==> config.mk <==
export PLATFORM = sky130hd
export DESIGN_NAME = auto_door_ctrl_n
export DESIGN_NICKNAME = d
export VERILOG_FILES = /design/src/rtl/auto_door_ctrl_n.sv
export SDC_FILE = /design/constraint.sdc
export NUM_CORES = 1
export LEC_CHECK = 0
export CORE_MARGIN = 5
export CORE_UTILIZATION = 50
export DETAILED_ROUTE_END_ITERATION = 16
export PLACE_DENSITY = 0.8
export RECOVER_POWER = 25
export SETUP_SLACK_MARGIN = 0.1
export SYNTH_ARGS = -nofsm -noshare
export SYNTH_HDL_FRONTEND = slang
export SYNTH_SLANG_ARGS = --single-unit
export TNS_END_PERCENT = 20
==> constraint.sdc <==
create_clock -name clk -period 2.5 [get_ports clk]
set_input_delay 0.25 -clock clk [delete_from_list [all_inputs] [get_ports clk]]
set_output_delay 0.25 -clock clk [all_outputs]
set_load 0.05 [all_outputs]
==> src/rtl/auto_door_ctrl_n.sv <==
// Automatic sliding-door controller driving N_LEAF leaves in lock-step, with lock bolt and tamper alarm.
// Optional macro DOOR_TRAVEL_TIMEOUT_EN adds a travel watchdog and a sticky FAULT state.
module auto_door_ctrl_n #(
  parameter int N_LEAF      = 2,
  parameter int HOLD_CYCLES = 16,
  parameter int ALARM_TRIES = 3,
  parameter int TRAVEL_MAX  = 64
) (
  input  logic              clk,
  input  logic              reset,
  input  logic              pa,
  input  logic              pp,
  input  logic              mo,
  input  logic              lk,
  input  logic              alarm_clr,
  input  logic [N_LEAF-1:0] lim_open,
  input  logic [N_LEAF-1:0] lim_closed,
  output logic [N_LEAF-1:0] motor_open,
  output logic [N_LEAF-1:0] motor_close,
  output logic              bolt,
  output logic              alarm,
  output logic              fault,
  output logic [2:0]        state
);

  localparam int CW = $clog2(ALARM_TRIES + 1);

  localparam logic [2:0] S_CLOSED  = 3'b000;
  localparam logic [2:0] S_OPENING = 3'b001;
  localparam logic [2:0] S_OPEN    = 3'b011;
  localparam logic [2:0] S_CLOSING = 3'b010;
  localparam logic [2:0] S_LOCKED  = 3'b100;
`ifdef DOOR_TRAVEL_TIMEOUT_EN
  localparam logic [2:0] S_FAULT   = 3'b101;
`endif

  logic [2:0]    state_q, state_d;
  logic [15:0]   hold_q, hold_d;
  logic [CW-1:0] cnt_q, cnt_d;
  logic          alarm_q, alarm_d;
  logic          mo_q;
  logic          demand, all_open, all_closed;
  logic          attempt, leave_locked;

  assign demand       = pa | pp | mo;
  assign all_open     = &lim_open;
  assign all_closed   = &lim_closed;
  assign attempt      = (state_q == S_LOCKED) & mo & ~mo_q;
  assign leave_locked = (state_q == S_LOCKED) & ~lk;

`ifdef DOOR_TRAVEL_TIMEOUT_EN
  logic [15:0] trav_q, trav_d;
  logic        trav_expired;
  assign trav_expired = (trav_q == 16'(TRAVEL_MAX - 1));
`endif

  always_comb begin
    state_d = state_q;
    hold_d  = hold_q;
`ifdef DOOR_TRAVEL_TIMEOUT_EN
    trav_d  = trav_q;
`endif
    case (state_q)
      S_CLOSED: begin
        if (lk) begin
          state_d = S_LOCKED;
        end else if (demand) begin
          state_d = S_OPENING;
`ifdef DOOR_TRAVEL_TIMEOUT_EN
          trav_d  = '0;
`endif
        end
      end
      S_LOCKED: begin
        if (!lk) state_d = S_CLOSED;
      end
      S_OPENING: begin
        // A limit met in the same cycle as the watchdog expiry wins.
        if (all_open) begin
          state_d = S_OPEN;
          hold_d  = 16'(HOLD_CYCLES - 1);
        end
`ifdef DOOR_TRAVEL_TIMEOUT_EN
        else if (trav_expired) state_d = S_FAULT;
        else trav_d = trav_q + 16'd1;
`endif
      end
      S_OPEN: begin
        if (demand) begin
          hold_d = 16'(HOLD_CYCLES - 1);
        end else if (hold_q == 16'd0) begin
          state_d = S_CLOSING;
`ifdef DOOR_TRAVEL_TIMEOUT_EN
          trav_d  = '0;
`endif
        end else begin
          hold_d = hold_q - 16'd1;
        end
      end
      S_CLOSING: begin
        // Re-open on demand takes priority over reaching the closed stops.
        if (demand) begin
          state_d = S_OPENING;
`ifdef DOOR_TRAVEL_TIMEOUT_EN
          trav_d  = '0;
`endif
        end else if (all_closed) begin
          state_d = S_CLOSED;
        end
`ifdef DOOR_TRAVEL_TIMEOUT_EN
        else if (trav_expired) state_d = S_FAULT;
        else trav_d = trav_q + 16'd1;
`endif
      end
`ifdef DOOR_TRAVEL_TIMEOUT_EN
      S_FAULT: state_d = S_FAULT;
`endif
      default: state_d = S_CLOSED;
    endcase
  end

  always_comb begin
    cnt_d   = cnt_q;
    alarm_d = alarm_q;
    if (alarm_clr) begin
      cnt_d   = '0;
      alarm_d = 1'b0;
    end else begin
      if (leave_locked && !alarm_q) begin
        cnt_d = '0;
      end else if (attempt && (cnt_q != CW'(ALARM_TRIES))) begin
        cnt_d = cnt_q + CW'(1);
      end
      if (cnt_d == CW'(ALARM_TRIES)) alarm_d = 1'b1;
    end
  end

  always_ff @(posedge clk) begin
    if (reset) begin
      state_q <= S_CLOSED;
      hold_q  <= '0;
      cnt_q   <= '0;
      alarm_q <= 1'b0;
      mo_q    <= 1'b0;
`ifdef DOOR_TRAVEL_TIMEOUT_EN
      trav_q  <= '0;
`endif
    end else begin
      state_q <= state_d;
      hold_q  <= hold_d;
      cnt_q   <= cnt_d;
      alarm_q <= alarm_d;
      mo_q    <= mo;
`ifdef DOOR_TRAVEL_TIMEOUT_EN
      trav_q  <= trav_d;
`endif
    end
  end

  genvar gi;
  generate
    for (gi = 0; gi < N_LEAF; gi++) begin : g_leaf
      assign motor_open[gi]  = (state_q == S_OPENING) & ~lim_open[gi];
      assign motor_close[gi] = (state_q == S_CLOSING) & ~lim_closed[gi];
    end
  endgenerate

  assign bolt  = (state_q == S_LOCKED);
  assign alarm = alarm_q;
  assign state = state_q;
`ifdef DOOR_TRAVEL_TIMEOUT_EN
  assign fault = (state_q == S_FAULT);
`else
  assign fault = 1'b0;
`endif

endmodule

==> metrics.md <==
| Metric | Value |
|---|---|
| Status | finished clean |
| Share of the synthesized area in the top cell type | 36.0% |
| Worst EP required | 2.74 ns |
| Bufs on Longest Clock Path | 2 |
| Hold path start | hold_q[0] |
| Count of cell types in the netlist | 47 |
| Reg2reg path depth | 8 |
| Final hold vios | 0 |
| Synth warn | 0 |
| Dpl cells | 204 |
| Routed WL | 3080 um |
| Via Count | 1301 |
| Core Rows | 18 |
| Die Wd | 60.6 um |
| Seq/Total Area, Yosys | 36.0% |
| Main combinational cell family by area after synthesis | simple AND/OR/NAND/NOR gates |
| Initial antenna violation count | 0 |
| Clock Sinks | 23 |
| # setup viols final | 0 |
| Number of fill cells in the layout | 211 |
| Slew of the pin with the lowest slew margin | 0.716 ns |
| Worst min-delay path category | register to register |
| Post-route ant nets | 0 |
| Cell area after synthesis | 1280 um2 |
| Post-synthesis simple-gate area fraction | 30.6% |
| Min Tclk post-route | 2.25 ns |
| Dpl hpwl | 2350 um |
| Crit Path Max Fanout | 11 |
| # port buffers | 19 |
| Synth Area per Inst | 8.20 um2 |
| Total global routing track utilization | 18.6% |
| Largest net degree at the start of global routing | 16 |
| Main flop type after synthesis | dfxtp_1 |
| P&R area growth vs syn | 20.2% |
| Ys async rst share | 0% |
| Layout Skew | 0.0120 ns |
| TritonCTS buffer count | 3 |
| Initial Utilization | 52.1% |
| R2R Setup Slk | 0.25 ns |
| DRT Pass-1 Iters | 4 |
| Number of synthesized flops with an enable pin | 0 |
| Pwr Total | 732 uW |
| Synth area leader | dfxtp_1 |
| Yosys reg bits | 23 |
| Mean number of vias per cell | 6.25 |
| H-tree depth | 1 |
| DP Area | 1520 um2 |
| Max-cap violation count | 0 |
| Fin area | 1540 um2 |
| Layout Cells excl Fill | 208 |
| Clk pin slew, worst setup/hold paths | 0.13 ns |
| Fraction of the mapped netlist area in compound gates | 25.2% |
| DRC Markers | 0 |
| Fmax | 0.445 GHz |
| Core Box Area | 2450 um2 |
| R2R Path Start | hold_q[0] |
| Startpoint Class | register |
| Leak | 0.000590 uW |
| Fin crit share | 89.8% |
| Final slew viol count | 0 |
| PD cells | 476 nW/um2 |
| Post-synthesis adder-cell area fraction | 1.96% |
| Ant. Diodes | 0 |
| Syn_nets | 169 |
| Nets@finish | 192 |
| Post-CTS setup repair buffer count | 0 |
| Synth area leaders | dfxtp_1, a21oi_1, nor2_1 |
| Initial drt markers | 76 |
| Synthesized instance count | 156 |
| Root Buffer Master | clkbuf_4 |
| CTS tree | built |
| Hold path cells | 1 |
| Routed len/inst | 14.8 um |
| Die Y-Extent | 60.6 um |
| Hold WS | 0.514 ns |
| Share of cells above drive strength 1 | 9.55% |
| Nature of the critical path endpoint | register |
| Placer Congestion | 0.869 |
| Die Area | 3670 um2 |
| Top-Level Pins | 21 |
| Clock latency on the worst-skew pair | 0.31 ns |
| Maximum vdd drop | 0.000366 V |
| Worst EP arrival | 2.49 ns |
| Worst r2r dst | hold_q[15] |
| End of the worst hold path | hold_q[0] |
| GRT overflow | 0 |
| Hold_buf cts | 0 |
| Worst Setup Path Type | register to register |
| Setup TNS | 0 ns |
| Area share of xor/xnor cells in the synthesized design | 0.684% |
| RSZ-0062 raised after global routing | no |
| First-pass GRT wire length | 5300 um |
| Vias in the first global route | 1258 |
| Slew HR | 51.6% |
| Mux share of post-synthesis cell area | 0.782% |
registers in the layout, summed over array words and instances (netlist names):
register,cells
state,3
mo_q,1
alarm,1
cnt_q,2
hold_q,16
worst max path at each step:
stage	start	end	slack, ns
2_1_floorplan	state[2]	alarm	0.10
3_3_place_gp	hold_q[0]	hold_q[11]	0.33
3_5_place_dp	hold_q[0]	hold_q[15]	0.30
4_1_cts	state[1]	motor_close[1]	0.11
5_1_grt	hold_q[0]	hold_q[14]	0.15
6_report	hold_q[0]	hold_q[15]	0.25
routing by layer:
metal / wire, um / up-vias / track usage, %
met5: 0 / - / 0
met1: 1390 / 611 / 23.4
met3: 194 / 4 / 3.62
met4: 38 / 0 / 7.74
met2: 1470 / 48 / 31.0
li1: - / 638 / -
cells by family (layout without fill, tap and decap cells):
| kind of cell | Yosys count | after routing |
|---|---|---|
| compound gates | 48 | 48 |
| xor+xnor | 1 | 1 |
| fa+ha+maj | 2 | 2 |
| buf+inv | 12 | 34 |
| flops | 23 | 23 |
| mux | 1 | 1 |
| other cells | 1 | 1 |
| simple gates | 68 | 68 |
cell type report:
class | instances | area [um2] | share of cell area (%)
Multi-Input combinational cell | 121 | 767 | 49.8
Sequential cell | 23 | 462 | 30.0
Timing Repair Buffer | 24 | 224 | 14.6
Tap cell | 30 | 37.5 | 2.44
Clock buffer | 4 | 26.3 | 1.71
Inverter | 6 | 22.5 | 1.46
cells in the final DEF (no fill, tap or decap), types with 2 or more instances in the layout:
| cell | synthesis | layout |
|---|---|---|
| nand2b_1 | 2 | 2 |
| a21oi_1 | 16 | 16 |
| clkbuf_1 | 1 | 2 |
| or2_2 | 2 | 2 |
| clkdlybuf4s50_1 | 0 | 15 |
| nor4b_1 | 2 | 2 |
| or4_1 | 7 | 7 |
| o211ai_1 | 3 | 3 |
| o21ai_0 | 4 | 4 |
| ha_1 | 2 | 2 |
| a31oi_1 | 3 | 3 |
| nor2_1 | 18 | 18 |
| a211oi_1 | 4 | 4 |
| or3_1 | 6 | 6 |
| dlygate4sd3_1 | 0 | 4 |
| o21a_1 | 2 | 2 |
| buf_4 | 3 | 4 |
| nor3_1 | 6 | 6 |
| a311oi_1 | 2 | 2 |
| inv_1 | 6 | 6 |
| o31ai_1 | 6 | 6 |
| nand3_1 | 2 | 2 |
| clkbuf_4 | 0 | 3 |
| nor4_1 | 3 | 3 |
| dfxtp_1 | 23 | 22 |
| nand2_1 | 8 | 8 |
critical path, stage by stage (launching register included):
cell     delay, ns
dfxtp_1       0.39
inv_1         0.06
ha_1          0.22
or3b_1        0.28
nor4_2        0.08
buf_4         0.16
a31o_2        0.33
or4_1         0.50
a21oi_1       0.18
cells in the mapped netlist (3+ instances only):
cell type / n
nor2_1: 18
o31ai_1: 6
a211oi_1: 4
buf_4: 3
inv_1: 6
o21ai_0: 4
a31oi_1: 3
dfxtp_1: 23
nor3_1: 6
o211ai_1: 3
a21oi_1: 16
nor4_1: 3
or3_1: 6
or4_1: 7
nand2_1: 8
what timing repair did:
item	4_1_cts	5_1_grt
setup endpoints to repair	0	2
hold endpoints to repair	0	0
resized for setup	0	1
through the flow:
| stage | util, % | setup WS, ns |
|---|---|---|
| final | 62.7 | 0.254 |
| after global routing | 62.7 | 0.148 |
| after CTS | 62.8 | 0.108 |
| after detailed placement | 61.7 | 0.296 |
| after global placement | 61.7 | 0.335 |
| after floorplan | - | 0.100 |
where the power goes:
| group | leakage, uW | internal [uW] | switching [uW] |
|---|---|---|---|
| Clock | 0.0000150 | 62.2 | 108 |
| Combinational | 0.000388 | 71.8 | 101 |
| Sequential | 0.000187 | 376 | 12.7 |
No activity file was read; power rests on OpenSTA's default activity.
